==> src/rtl/pixel_readout_pkg.sv <==
// Shared types and constants for the pixel readout block.
// Optional feature macro: PIXEL_READOUT_CHECKSUM_EN appends a checksum byte
// (sum of the four pixels, mod 256) after pixel 4 of every word.
package pixel_readout_pkg;

  localparam int PIX_W  = 8;
  localparam int N_PIX  = 4;
  localparam int WORD_W = N_PIX * PIX_W;
  localparam int IDX_W  = 3;

  // Pixel 1 sits in the least significant byte.
  typedef logic [WORD_W-1:0] word_t;

  typedef enum logic {
    S_IDLE,
    S_SEND
  } ser_state_t;

`ifdef PIXEL_READOUT_CHECKSUM_EN
  // Index of the final byte of a word: the checksum byte.
  localparam logic [IDX_W-1:0] LAST_IDX = IDX_W'(N_PIX);

  // Modulo-256 sum of all pixels in a word.
  function automatic logic [PIX_W-1:0] pix_sum(input word_t w);
    logic [PIX_W-1:0] s;
    s = '0;
    for (int i = 0; i < N_PIX; i++) s = s + w[i*PIX_W +: PIX_W];
    return s;
  endfunction
`else
  // Index of the final byte of a word: pixel 4.
  localparam logic [IDX_W-1:0] LAST_IDX = IDX_W'(N_PIX - 1);
`endif

endpackage

==> src/rtl/pixel_readout_if.sv <==
// Pixel capture inputs and byte-stream outputs of the readout block.
// master: the environment (pixel array, downstream sink); slave: the readout.
interface pixel_readout_if;
  import pixel_readout_pkg::*;

  logic             read;
  logic [PIX_W-1:0] pix_data1;
  logic [PIX_W-1:0] pix_data2;
  logic [PIX_W-1:0] pix_data3;
  logic [PIX_W-1:0] pix_data4;
  logic             ovf_clr;
  logic             out_ready;
  logic             out_valid;
  logic [PIX_W-1:0] out_data;
  logic             out_sof;
  logic             out_eof;
  logic             overflow;

  modport master (
    output read, pix_data1, pix_data2, pix_data3, pix_data4, ovf_clr, out_ready,
    input  out_valid, out_data, out_sof, out_eof, overflow
  );

  modport slave (
    input  read, pix_data1, pix_data2, pix_data3, pix_data4, ovf_clr, out_ready,
    output out_valid, out_data, out_sof, out_eof, overflow
  );

endinterface

==> src/rtl/pixel_readout_fifo.sv <==
// Word FIFO between capture and serializer, first-word fall-through.
// Push while full and pop while empty are ignored.
module pixel_readout_fifo
  import pixel_readout_pkg::*;
#(
  parameter int DEPTH = 4
) (
  input  logic  clk,
  input  logic  reset,
  input  logic  push,
  input  logic  pop,
  input  word_t din,
  output logic  full,
  output logic  empty,
  output word_t dout
);

  localparam int AW = $clog2(DEPTH);

  word_t          r_mem [DEPTH];
  logic [AW-1:0]  r_wr_ptr;
  logic [AW-1:0]  r_rd_ptr;
  logic [AW:0]    r_count;
  logic           w_push;
  logic           w_pop;

  assign full   = (r_count == (AW+1)'(DEPTH));
  assign empty  = (r_count == '0);
  assign dout   = r_mem[r_rd_ptr];
  assign w_push = push && !full;
  assign w_pop  = pop && !empty;

  // Storage array: written on accepted push.
  // NOTE: the data array has no reset; pointers and count alone define which entries are valid.
  always_ff @(posedge clk) begin
    if (w_push) r_mem[r_wr_ptr] <= din;
  end

  // Pointer and occupancy tracking; power-of-2 depth lets pointers wrap naturally.
  // NOTE: sequential state uses non-blocking assignments so every register samples pre-edge values.
  always_ff @(posedge clk or posedge reset) begin
    if (reset) begin
      r_wr_ptr <= '0;
      r_rd_ptr <= '0;
      r_count  <= '0;
    end else begin
      if (w_push) r_wr_ptr <= r_wr_ptr + AW'(1);
      if (w_pop)  r_rd_ptr <= r_rd_ptr + AW'(1);
      unique case ({w_push, w_pop})
        2'b10:   r_count <= r_count + (AW+1)'(1);
        2'b01:   r_count <= r_count - (AW+1)'(1);
        default: r_count <= r_count;
      endcase
    end
  end

endmodule

==> src/rtl/pixel_readout.sv <==
// Pixel readout: captures one 4-pixel word per read phase into a FIFO and
// serializes it as a byte stream with valid/ready handshake.
// Optional feature macro: PIXEL_READOUT_CHECKSUM_EN adds a fifth checksum byte.
module pixel_readout
  import pixel_readout_pkg::*;
#(
  parameter int FIFO_DEPTH = 4
) (
  input logic           clk,
  input logic           reset,
  pixel_readout_if.slave bus
);

  // Capture tracking
  logic             r_rd_seen;   // read was high on the previous edge of this phase
  logic             r_done;      // this phase already produced its word
  logic             r_overflow;
  logic             w_capture;

  // FIFO connection
  word_t            w_word_in;
  word_t            w_fifo_dout;
  logic             w_full;
  logic             w_empty;
  logic             w_push;
  logic             w_pop;

  // Serializer
  ser_state_t       r_state;
  word_t            r_word;
  logic [IDX_W-1:0] r_idx;
  logic [IDX_W-1:0] w_next_idx;
  logic             r_valid;
  logic [PIX_W-1:0] r_data;
  logic             r_sof;
  logic             r_eof;
  logic             w_xfer;

  // Byte at position idx of a word: pixels in order, then the optional checksum.
  function automatic logic [PIX_W-1:0] f_byte(input word_t w, input logic [IDX_W-1:0] idx);
`ifdef PIXEL_READOUT_CHECKSUM_EN
    if (idx == IDX_W'(N_PIX)) return pix_sum(w);
`endif
    return w[idx*PIX_W +: PIX_W];
  endfunction

  // The first edge of a phase lets the buses settle; the second one samples.
  assign w_capture = bus.read && r_rd_seen && !r_done;
  assign w_word_in = {bus.pix_data4, bus.pix_data3, bus.pix_data2, bus.pix_data1};
  assign w_push    = w_capture && !w_full;

  assign w_xfer     = r_valid && bus.out_ready;
  assign w_next_idx = r_idx + IDX_W'(1);
  // Load a new word when idle, or right as the last byte leaves (no bubble).
  assign w_pop      = !w_empty && ((r_state == S_IDLE) || (w_xfer && r_idx == LAST_IDX));

  pixel_readout_fifo #(
    .DEPTH (FIFO_DEPTH)
  ) u_fifo (
    .clk   (clk),
    .reset (reset),
    .push  (w_push),
    .pop   (w_pop),
    .din   (w_word_in),
    .full  (w_full),
    .empty (w_empty),
    .dout  (w_fifo_dout)
  );

  // Read-phase tracking: one capture per phase, re-armed only by read going low.
  always_ff @(posedge clk or posedge reset) begin
    if (reset) begin
      r_rd_seen <= 1'b0;
      r_done    <= 1'b0;
    end else if (!bus.read) begin
      r_rd_seen <= 1'b0;
      r_done    <= 1'b0;
    end else begin
      r_rd_seen <= 1'b1;
      if (r_rd_seen) r_done <= 1'b1;
    end
  end

  // Sticky overflow; a drop on the same edge as a clear wins.
  always_ff @(posedge clk or posedge reset) begin
    if (reset)                      r_overflow <= 1'b0;
    else if (w_capture && w_full)   r_overflow <= 1'b1;
    else if (bus.ovf_clr)           r_overflow <= 1'b0;
  end

  // Serializer FSM with registered stream outputs.
  always_ff @(posedge clk or posedge reset) begin
    if (reset) begin
      r_state <= S_IDLE;
      r_word  <= '0;
      r_idx   <= '0;
      r_valid <= 1'b0;
      r_data  <= '0;
      r_sof   <= 1'b0;
      r_eof   <= 1'b0;
    end else if (w_pop) begin
      r_state <= S_SEND;
      r_word  <= w_fifo_dout;
      r_idx   <= '0;
      r_valid <= 1'b1;
      r_data  <= w_fifo_dout[PIX_W-1:0];
      r_sof   <= 1'b1;
      r_eof   <= 1'b0;
    end else if (r_state == S_SEND && w_xfer) begin
      if (r_idx == LAST_IDX) begin
        r_state <= S_IDLE;
        r_valid <= 1'b0;
        r_data  <= '0;
        r_sof   <= 1'b0;
        r_eof   <= 1'b0;
      end else begin
        r_idx   <= w_next_idx;
        r_data  <= f_byte(r_word, w_next_idx);
        r_sof   <= 1'b0;
        r_eof   <= (w_next_idx == LAST_IDX);
      end
    end
  end

  assign bus.out_valid = r_valid;
  assign bus.out_data  = r_data;
  assign bus.out_sof   = r_sof;
  assign bus.out_eof   = r_eof;
  assign bus.overflow  = r_overflow;

endmodule

==> src/flat_wrapper.sv <==
// flat-port wrapper written by rule: the top's interface ports become plain ports
module pixel_readout_flat import pixel_readout_pkg::*;
#(
  parameter int FIFO_DEPTH = 4
)
  (clk, reset, bus_read, bus_pix_data1, bus_pix_data2, bus_pix_data3, bus_pix_data4, bus_ovf_clr, bus_out_ready, bus_out_valid, bus_out_data, bus_out_sof, bus_out_eof, bus_overflow);
  pixel_readout_if bus_i ();
  input logic clk;
  input logic reset;
  input wire logic [$bits(bus_i.read)-1:0] bus_read;
  input wire logic [$bits(bus_i.pix_data1)-1:0] bus_pix_data1;
  input wire logic [$bits(bus_i.pix_data2)-1:0] bus_pix_data2;
  input wire logic [$bits(bus_i.pix_data3)-1:0] bus_pix_data3;
  input wire logic [$bits(bus_i.pix_data4)-1:0] bus_pix_data4;
  input wire logic [$bits(bus_i.ovf_clr)-1:0] bus_ovf_clr;
  input wire logic [$bits(bus_i.out_ready)-1:0] bus_out_ready;
  output wire logic [$bits(bus_i.out_valid)-1:0] bus_out_valid;
  output wire logic [$bits(bus_i.out_data)-1:0] bus_out_data;
  output wire logic [$bits(bus_i.out_sof)-1:0] bus_out_sof;
  output wire logic [$bits(bus_i.out_eof)-1:0] bus_out_eof;
  output wire logic [$bits(bus_i.overflow)-1:0] bus_overflow;
  assign bus_i.read = bus_read;
  assign bus_i.pix_data1 = bus_pix_data1;
  assign bus_i.pix_data2 = bus_pix_data2;
  assign bus_i.pix_data3 = bus_pix_data3;
  assign bus_i.pix_data4 = bus_pix_data4;
  assign bus_i.ovf_clr = bus_ovf_clr;
  assign bus_i.out_ready = bus_out_ready;
  assign bus_out_valid = bus_i.out_valid;
  assign bus_out_data = bus_i.out_data;
  assign bus_out_sof = bus_i.out_sof;
  assign bus_out_eof = bus_i.out_eof;
  assign bus_overflow = bus_i.overflow;
  pixel_readout #(.FIFO_DEPTH(FIFO_DEPTH)) u_core (.clk(clk), .reset(reset), .bus(bus_i));
endmodule
==> config.mk <==
export PLATFORM = sky130hd
export DESIGN_NAME = pixel_readout_flat
export DESIGN_NICKNAME = d
export VERILOG_FILES = /design/src/rtl/pixel_readout_pkg.sv /design/src/rtl/pixel_readout_if.sv /design/src/rtl/pixel_readout_fifo.sv /design/src/rtl/pixel_readout.sv /design/src/flat_wrapper.sv
export SDC_FILE = /design/constraint.sdc
export NUM_CORES = 1
export LEC_CHECK = 0
export ABC_AREA = 0
export CAP_MARGIN = 5
export CORE_ASPECT_RATIO = 1.4
export CORE_MARGIN = 2
export CORE_UTILIZATION = 24
export CTS_BUF_LIST = sky130_fd_sc_hd__clkbuf_8 sky130_fd_sc_hd__clkbuf_16
export DETAILED_ROUTE_END_ITERATION = 10
export PLACE_DENSITY = 0.36
export SLEW_MARGIN = 5
export SYNTH_ARGS = -nofsm -noshare
export SYNTH_HDL_FRONTEND = slang
export SYNTH_HIERARCHICAL = 1
export SYNTH_SLANG_ARGS = --single-unit
export TNS_END_PERCENT = 20
==> constraint.sdc <==
create_clock -name clk -period 3.5 [get_ports clk]
set_input_delay 0.7 -clock clk [delete_from_list [all_inputs] [get_ports clk]]
set_output_delay 0.7 -clock clk [all_outputs]
set_load 0.02 [all_outputs]
==> impl_metrics.env <==
export IMPL_status="finished clean"
export IMPL_syn_nets=396
export IMPL_overflow=0
export IMPL_yosysMostFrequentCell="edfxtp_1"
export IMPL_slew_viol_final=0
export IMPL_clk_pin_slew_ps=70
export IMPL_gp_congestion=0.663
export IMPL_firstDrtPassIters=4
export IMPL_synth_top_area_cell="edfxtp_1"
export IMPL_power_density_mw_per_mm2=775
export IMPL_p_clk_share_pct=27.3
export IMPL_start_util_pct=24.4
export IMPL_grt_pass1_wl_um=23700
export IMPL_clkSinkCount=184
export IMPL_die_area_mm2=0.0318
export IMPL_async_reset_ff_share_pct=30.4
export IMPL_synth_top_area_share_pct=52.7
export IMPL_final_net_count=465
export IMPL_boundaryPins=49
export IMPL_ant_nets=0
export IMPL_grtUsageTotal_pct=10.6
export IMPL_cts_tree="built"
export IMPL_wire_per_inst_um=19.0
export IMPL_syn_area_mm2=0.00729
export IMPL_cp_start_kind="flop"
export IMPL_p_int_mw=4.87
export IMPL_hold_viol_final=0
export IMPL_antenna_found_initial=0
export IMPL_numPortBuffers=48
export IMPL_hold_buffers=0
export IMPL_drive_gt1_share_pct=28.5
export IMPL_fin_crit_sh_pct=76.5
export IMPL_synth_warnings=6
export IMPL_cts_max_level=4
export IMPL_syn_inst=350
export IMPL_seq_power_share_pct=44.7
export IMPL_synth_area_leaders="edfxtp_1 53%, dfrtp_1 19%, mux4_2 11%"
export IMPL_power_switching_mw=1.98
export IMPL_yosysSeqAreaShare_pct=72.0
export IMPL_ys_flop_type="edfxtp_1"
export IMPL_dr_first_iter_drc_count=185
export IMPL_syn2layout_area_growth_pct=21.3
export IMPL_num_vias=3405
export IMPL_hold_path_class="reg -> reg"
export IMPL_tightestPinTransition_ps=770
export IMPL_synthTopCellsByCount="128 x edfxtp_1, 56 x dfrtp_1, 36 x mux4_2"
export IMPL_max_cap_violations=0
export IMPL_hpwlAfterDp_um=10200
export IMPL_die_w_um=151
export IMPL_routed_wirelength_um=15500
export IMPL_reg2reg_from="u_core/r_idx[0]$_DFFE_PP0P_"
export IMPL_fmax_ghz=0.374
export IMPL_finClkSkew_ps=11.4
export IMPL_grt_pass1_vias=3815
export IMPL_worstPathMaxFanout=10
export IMPL_cts_buffers=17
export IMPL_root_buffer="clkbuf_16"
export IMPL_min_delay_start="u_core/r_rd_seen$_DFF_PP0_"
export IMPL_die_height_um=210
export IMPL_ys_types=37
export IMPL_placementRows=75
export IMPL_p_leak_nw=3.07
export IMPL_rsz0062_at_grt="no"
export IMPL_postCtsSetupRepairBufs=0
export IMPL_via_per_inst=4.17
export IMPL_critical_path_required_ps=3850
export IMPL_fillCellCount=2915
export IMPL_arrival_ps=3030
export IMPL_criticalPathCategory="reg -> reg"
export IMPL_cts_resized_gates=0
export IMPL_multi_input_area_mm2=0.00184
export IMPL_ys_seq_elements=184
export IMPL_seqCellArea_mm2=0.00525
export IMPL_end_kind="flop"
export IMPL_fin_crit_ps=2680
export IMPL_synth_edf_count=128
export IMPL_setup_viol_count_final=0
export IMPL_grt_max_degree=34
export IMPL_core_area_mm2=0.0299
export IMPL_clk_latency_ps=430
export IMPL_combinationalPowerShare_pct=28.1
export IMPL_clockBufferDepth=2
export IMPL_switching_share_pct=28.9
export IMPL_drc=0
export IMPL_dp_cells=785
export IMPL_antenna_cells=0
export IMPL_cp_startpoint="u_core/r_idx[0]$_DFFE_PP0P_"
export IMPL_slew_headroom_pct=48.5
export IMPL_ir_drop_mv=0.321
export IMPL_avgSynthCellArea_um2=20.8
export IMPL_final_cells=817
export IMPL_setup_tns_ps=0
critical path: stages (launching register included):
cell      delay [ps]
dfrtp_1          590
ha_1             220
ha_1             230
a21boi_4         130
nor2_4           110
o31a_1           210
ha_1             210
inv_1             70
fa_1             430
xor2_1           150
nor2_1           100
xor2_1           140
cell families after synthesis:
| group | synth area share [%] |
|---|---|
| fa+ha+maj | 1.65 |
| flops | 72.0 |
| compound gates | 2.63 |
| simple gates | 2.23 |
| buf+inv | 2.83 |
| mux | 18.0 |
| xor+xnor | 0.721 |
routing by layer:
| metal | track usage (%) | routed length (um) |
|---|---|---|
| met2 | 18.6 | 8360 |
| met5 | 0 | 0 |
| met3 | 2.53 | 451 |
| met4 | 3.96 | 222 |
| met1 | 12.5 | 6460 |
final timing paths:
| kind | endpoint | cells after the start | slack [ps] |
|---|---|---|---|
| setup / recovery | u_core/u_fifo/r_count[2]$_DFFE_PP0P_ | 11 | 820 |
| hold / removal | u_core/r_done$_DFFE_PP0P_ | 1 | 480 |
| setup reg to reg | u_core/u_fifo/r_count[2]$_DFFE_PP0P_ | 11 | 820 |
| hold reg to reg | u_core/r_done$_DFFE_PP0P_ | 1 | 480 |
| max in group asynchronous | u_core/r_word[11]$_DFFE_PP0P_ | 3 | 2260 |
| min in group asynchronous | u_core/u_fifo/r_wr_ptr[0]$_DFFE_PP0P_ | 2 | 590 |
final cells by class:
cell class / count / share of cell area, %
multi-input cells: 136 / 20.8
clock inverters: 15 / 1.76
clock buffers: 17 / 4.81
flip-flops and latches: 184 / 59.3
well taps: 385 / 5.45
repair buffers: 66 / 7.25
inverters: 14 / 0.594
power groups by stage:
stage	clock (mW)	combinational [mW]	sequential, mW
after floorplan	0	1.46	2.99
after global placement	0	1.98	3.11
after detailed placement	0	2.00	3.13
after CTS	1.95	2.00	3.08
after global routing	2.03	2.11	3.11
final	1.87	1.92	3.06
registers in the layout (all words and copies together) (netlist names):
register / flops
u_core/bus.out_data: 8
u_core/bus.out_eof: 1
u_core/bus.out_sof: 1
u_core/bus.out_valid: 1
u_core/bus.overflow: 1
u_core/r_done: 1
u_core/r_idx: 3
u_core/r_rd_seen: 1
u_core/r_word: 32
u_core/u_fifo/r_count: 3
u_core/u_fifo/r_mem: 128
u_core/u_fifo/r_rd_ptr: 2
u_core/u_fifo/r_wr_ptr: 2
layout by cell type, fill, tap and decap left out, types with 3 or more instances in the layout:
cell / Yosys / final
edfxtp_1: 128 / 128
dfrtp_1: 56 / 55
clkdlybuf4s50_1: 0 / 48
mux4_2: 36 / 36
mux2_2: 32 / 32
clkbuf_16: 0 / 17
buf_4: 2 / 16
inv_1: 14 / 15
nor3b_1: 8 / 8
a221o_1: 8 / 8
ha_1: 8 / 8
clkinvlp_4: 0 / 7
a22o_1: 4 / 4
and2_1: 4 / 4
mux4_1: 4 / 4
nor2_1: 3 / 3
nand2_1: 3 / 3
xor2_1: 3 / 3
xnor2_1: 3 / 3
metrics by stage:
step                setup slack (ps)  hold WS (ps)  power (mW)  cell area (um2)  utilization [%]
finish                           824           482        6.85             8840             29.5
global route                     676           516        7.25             8840             29.5
CTS                              811           488        7.03             8840             29.5
detailed placement               494           473        5.13             8260             27.6
global placement                 553           462        5.09             8260             27.6
floorplan                        890           451        4.45             7290                -
Note: power is estimated with default switching activity, not from simulation.
